### src/rtl/ram_rw_sequencer.sv
// ---------------------------------------------------------------------------
// RamRwSequencer (module ram_rw_sequencer)
//
// Purpose:
//   Drives a simple RAM through bursts of read-then-write beats. Each beat
//   reads one address, then writes the same address. A slow RAM may ask for
//   a fixed number of idle cycles after each write. Addresses increment
//   modulo 2^ADDR_W between beats.
//
// Parameters:
//   ADDR_W      - address bus and address counter width
//   BURST_LEN   - beats per transaction (1..2^ADDR_W)
//   WAIT_CYCLES - idle cycles after a slow-RAM write (1..255)
//
// Ports:
//   i_clock     - single clock, rising edge active
//   i_reset     - asynchronous active-high reset
//   i_start     - transaction request, only looked at while idle
//   i_baseAddr  - first beat address, captured when i_start is accepted
//   i_slowRam   - looked at only in WRITE; high inserts the delay phase
//   i_abort     - (only with RAM_SEQ_ABORT_EN) cut the burst short
//   o_read      - RAM read strobe
//   o_write     - RAM write strobe
//   o_addr      - current beat address
//   o_busy      - high in every state except IDLE
//   o_done      - one-cycle completion pulse
//
// Optional feature macro:
//   RAM_SEQ_ABORT_EN - adds the i_abort port. Abort seen at an edge in
//                      READ, WRITE or DELAY jumps straight to DONE.
// ---------------------------------------------------------------------------
module ram_rw_sequencer #(
    parameter int ADDR_W      = 8,
    parameter int BURST_LEN   = 4,
    parameter int WAIT_CYCLES = 2
) (
    input  logic              i_clock,
    input  logic              i_reset,
    input  logic              i_start,
    input  logic [ADDR_W-1:0] i_baseAddr,
    input  logic              i_slowRam,
`ifdef RAM_SEQ_ABORT_EN
    input  logic              i_abort,
`endif
    output logic              o_read,
    output logic              o_write,
    output logic [ADDR_W-1:0] o_addr,
    output logic              o_busy,
    output logic              o_done
);

    typedef enum logic [2:0] {
        IDLE  = 3'd0,
        READ  = 3'd1,
        WRITE = 3'd2,
        DELAY = 3'd3,
        DONE  = 3'd4
    } state_t;

    // The beat counter never exceeds BURST_LEN-1 <= 2^ADDR_W-1, so ADDR_W
    // bits are always enough for it.
    localparam logic [ADDR_W-1:0] LAST_BEAT = ADDR_W'(BURST_LEN - 1);
    localparam logic [7:0]        WAIT_INIT = 8'(WAIT_CYCLES - 1);

    state_t            r_state;
    logic [ADDR_W-1:0] r_addr;
    logic [ADDR_W-1:0] r_beat;
    logic [7:0]        r_wait;

    state_t            w_nextState;
    logic [ADDR_W-1:0] w_nextAddr;
    logic [ADDR_W-1:0] w_nextBeat;
    logic [7:0]        w_nextWait;
    logic              w_lastBeat;
    logic              w_abort;

`ifdef RAM_SEQ_ABORT_EN
    assign w_abort = i_abort;
`else
    assign w_abort = 1'b0;
`endif

    assign w_lastBeat = (r_beat == LAST_BEAT);

    // State and datapath registers. Reset clears everything at once, so a
    // transaction in flight is simply dropped and no Done is produced.
    always_ff @(posedge i_clock or posedge i_reset) begin
        if (i_reset) begin
            r_state <= IDLE;
            r_addr  <= '0;
            r_beat  <= '0;
            r_wait  <= '0;
        end else begin
            r_state <= w_nextState;
            r_addr  <= w_nextAddr;
            r_beat  <= w_nextBeat;
            r_wait  <= w_nextWait;
        end
    end

    // Next-state and datapath update. The address advances only when moving
    // on to the following beat, so DONE keeps showing the last beat address.
    // Abort takes priority over the normal flow in the active states; the
    // strobe of the current cycle has already been issued by then.
    always_comb begin
        w_nextState = r_state;
        w_nextAddr  = r_addr;
        w_nextBeat  = r_beat;
        w_nextWait  = r_wait;
        case (r_state)
            IDLE: begin
                if (i_start) begin
                    w_nextState = READ;
                    w_nextAddr  = i_baseAddr;
                    w_nextBeat  = '0;
                end
            end
            READ: begin
                if (w_abort) begin
                    w_nextState = DONE;
                end else begin
                    w_nextState = WRITE;
                end
            end
            WRITE: begin
                if (w_abort) begin
                    w_nextState = DONE;
                end else if (i_slowRam) begin
                    w_nextState = DELAY;
                    w_nextWait  = WAIT_INIT;
                end else if (w_lastBeat) begin
                    w_nextState = DONE;
                end else begin
                    w_nextState = READ;
                    w_nextAddr  = r_addr + 1'b1;
                    w_nextBeat  = r_beat + 1'b1;
                end
            end
            DELAY: begin
                if (w_abort) begin
                    w_nextState = DONE;
                end else if (r_wait == 8'd0) begin
                    if (w_lastBeat) begin
                        w_nextState = DONE;
                    end else begin
                        w_nextState = READ;
                        w_nextAddr  = r_addr + 1'b1;
                        w_nextBeat  = r_beat + 1'b1;
                    end
                end else begin
                    w_nextWait = r_wait - 8'd1;
                end
            end
            DONE: begin
                w_nextState = IDLE;
            end
            default: begin
                w_nextState = IDLE;
            end
        endcase
    end

    // Moore output decode from the registered state only. Unused encodings
    // fall into the default branch and keep every strobe low.
    always_comb begin
        o_read  = 1'b0;
        o_write = 1'b0;
        o_busy  = 1'b0;
        o_done  = 1'b0;
        case (r_state)
            READ: begin
                o_read = 1'b1;
                o_busy = 1'b1;
            end
            WRITE: begin
                o_write = 1'b1;
                o_busy  = 1'b1;
            end
            DELAY: begin
                o_busy = 1'b1;
            end
            DONE: begin
                o_done = 1'b1;
                o_busy = 1'b1;
            end
            default: begin
                o_busy = 1'b0;
            end
        endcase
    end

    assign o_addr = r_addr;

endmodule
### config.mk
export PLATFORM = sky130hd
export DESIGN_NAME = ram_rw_sequencer
export DESIGN_NICKNAME = d
export VERILOG_FILES = /design/src/rtl/ram_rw_sequencer.sv
export SDC_FILE = /design/constraint.sdc
export NUM_CORES = 1
export LEC_CHECK = 0
export CORE_MARGIN = 4
export CORE_UTILIZATION = 45
export CTS_CLUSTER_SIZE = 28
export DETAILED_ROUTE_END_ITERATION = 8
export PLACE_DENSITY = 0.73
export SLEW_MARGIN = 10
export SYNTH_ARGS = -nofsm -noshare
export SYNTH_HDL_FRONTEND = slang
export SYNTH_SLANG_ARGS = --single-unit
### constraint.sdc
create_clock -name i_clock -period 3.1 [get_ports i_clock]
set_clock_uncertainty 0.15 [all_clocks]
set_input_delay 0.775 -clock i_clock [delete_from_list [all_inputs] [get_ports i_clock]]
set_output_delay 0.775 -clock i_clock [all_outputs]
set_load 0.01 [all_outputs]
==> results.cfg <==
[power]
p_int_w = 0.00104
switching_share = 0.464
switchingPower_w = 0.000903
seq_power_share = 0.333
power_w = 0.00195
comb_power_share = 0.586
power_density_nw_per_um2 = 1040
p_clk_frac = 0.081
leakagePower_nw = 0.797
peakVddDrop_mv = 0.523

[global_route]
grt_max_degree = 28
grt_pass1_vias = 1371
grt_overflow = 0
grt_pass1_wl_um = 6150
grtUsageTotal = 0.177
grt_antenna_before_repair = 0

[yosys]
synth_area_um2 = 1570
synthFlopType = dfrtp_1
synth_cell_type_count = 43
syn-num-nets = 190
synth_edf_count = 0
avgSynthCellArea_um2 = 9.04
yosysSeqAreaShare = 0.430
synth_warnings = 0
ys_seq_elements = 27
ys_async_sr_fraction = 1.00
syn_inst = 174

[final_layout]
final_common_cell = dfrtp_1
fillers = 330
ff_latch_area_um2 = 676
area.growth.synth_to_final_pct = 19.6
finalNetCount = 214
final_cells = 243
n_antenna_cell = 0
drive_gt1_frac = 0.0660
mostFrequentLayoutCells = dfrtp_1 (27), clkdlybuf4s50_1 (23), nor2_1 (21), nand2_1 (11), o21ai_0 (11)
multi_input_area_um2 = 822

[timing]
slew_headroom = 0.507
setup_viol = 0
rsz0062_at_grt = no
slew_viol_final = 0
worst-slew-pin-transition_ns = 0.737
fin_crit_ns = 2.69
hold_viol = 0
fin_crit_sh = 0.869
fmax_mhz = 371
tns_ns = 0

[critical_path]
crit_path_max_incr_delay_ns = 0.54
crit_type = flip-flop to primary output
r2r-end = r_beat[1]
crit_required_ns = 2.17
endpoint_kind = primary output
crit_slowest_cell = clkdlybuf4s50_1
cp_num_buf_inv = 1
path_cells = nor2_1, and2_1, clkdlybuf4s50_1
reg2reg_setup_slack_ns = 0.50
reg2reg_depth = 5
arrival_ns = 1.77
cp_num_cells = 3
critPathLaunch = r_state[1]
crit_family = buffers and inverters
crit_fanout = 11
cp-start-kind = flip-flop
r2r_start = r_beat[3]

[placement]
port_buffers = 23
gp_congestion = 0.839
hpwlAfterDp_um = 2530
dp.cells = 239

[clock_tree]
cts_buffers = 3
cts-resized-gates = 0
cts_root_buffer = clkbuf_4
cts.path.max_buffers = 2
htreeDepth = 1
hold_buffers = 0
clkTransAtPathRegs_ns = 0.14
cts_tree = yes
clkSinkCount = 27
post_cts_buffers = 0
insertion_delay_ns = 0.34

[detailed_routing]
postRouteAntennaNets = 0
firstDrtPassIters = 4
routed_wl_um = 3570
wl_per_cell_um = 14.7
via_per_inst = 5.77
drt_iter0_drc = 113
drc_errors = 0
num_vias = 1402

[floorplanning]
core.rowCount = 21
die_w_um = 67.1
dieArea_um2 = 4510
dieHeight_um = 67.1
io_pins = 24
initial_core_util = 0.468
core_um2 = 3360

[outcome]
run_status = completed

[hold_path]
holdPathEnd = r_wait[0]
min-delay-start = r_wait[0]
hp-class = flip-flop to flip-flop
hold_depth = 1

[flow_run]
cap_violations = 0
how the worst max path moves through the flow:
stage	endpoint
4_1_cts	o_busy
3_5_place_dp	r_beat[5]
5_1_grt	o_busy
2_1_floorplan	o_addr[0]
3_3_place_gp	o_addr[0]
6_report	o_done
metal layers:
layer / GRT usage / routed length, µm / vias up
li1: - / - / 686
met1: 0.219 / 1560 / 676
met2: 0.303 / 1820 / 35
met3: 0.0304 / 142 / 5
met4: 0.0709 / 44 / 0
met5: 0 / 0 / -
final cells by class:
| class | instances | area share |
|---|---|---|
| inverter | 6 | 0.0120 |
| clock inverter | 1 | 0.00266 |
| tap | 46 | 0.0306 |
| timing repair buffer | 29 | 0.146 |
| multi-input combinational | 131 | 0.437 |
| clock buffer | 3 | 0.0120 |
| sequential | 27 | 0.359 |
power groups by stage:
stage | sequential [W] | combinational, W | clock (W)
finish | 0.000649 | 0.00114 | 0.000158
global route | 0.000677 | 0.00127 | 0.000177
CTS | 0.000648 | 0.00115 | 0.000162
detailed placement | 0.000656 | 0.00114 | 0
global placement | 0.000646 | 0.00111 | 0
floorplan | 0.000628 | 0.000811 | 0
logic make-up after synthesis:
| family | Yosys count | share of synthesized area |
|---|---|---|
| xor+xnor | 7 | 0.0390 |
| mux | 2 | 0.0127 |
| fa+ha+maj | 4 | 0.0318 |
| simple gates | 70 | 0.226 |
| compound gates | 48 | 0.213 |
| flops | 27 | 0.430 |
| buf+inv | 16 | 0.0477 |
sequential cells by signal, summed over array words and instances, names as in the netlist:
| signal | flops |
|---|---|
| r_state | 3 |
| o_addr | 8 |
| r_beat | 8 |
| r_wait | 8 |
cell usage after synthesis (all sizes together) (4+ instances only):
library cell	number	area (µm²)
a21oi	7	35.0
inv	6	22.5
o21ai	12	71.3
nor2	21	78.8
nor4	4	31.3
nand2	11	41.3
o31ai	6	45.0
buf	5	33.8
ha	4	50.1
dfrtp	27	676
nor3	10	50.1
a2bb2oi	5	43.8
clkbuf	5	18.8
nand3	9	45.0
xor2	6	52.6
per-stage QoR:
step | hold slack (ns) | util | cell area, µm² | worst slack [ns]
6_report | 0.365 | 0.559 | 1880 | 0.406
4_1_cts | 0.368 | 0.559 | 1880 | 0.395
2_1_floorplan | 0.318 | - | 1570 | 0.774
5_1_grt | 0.382 | 0.559 | 1880 | 0.306
3_3_place_gp | 0.342 | 0.551 | 1850 | 0.327
3_5_place_dp | 0.350 | 0.551 | 1850 | 0.265
(Power assumes the default switching activity.)
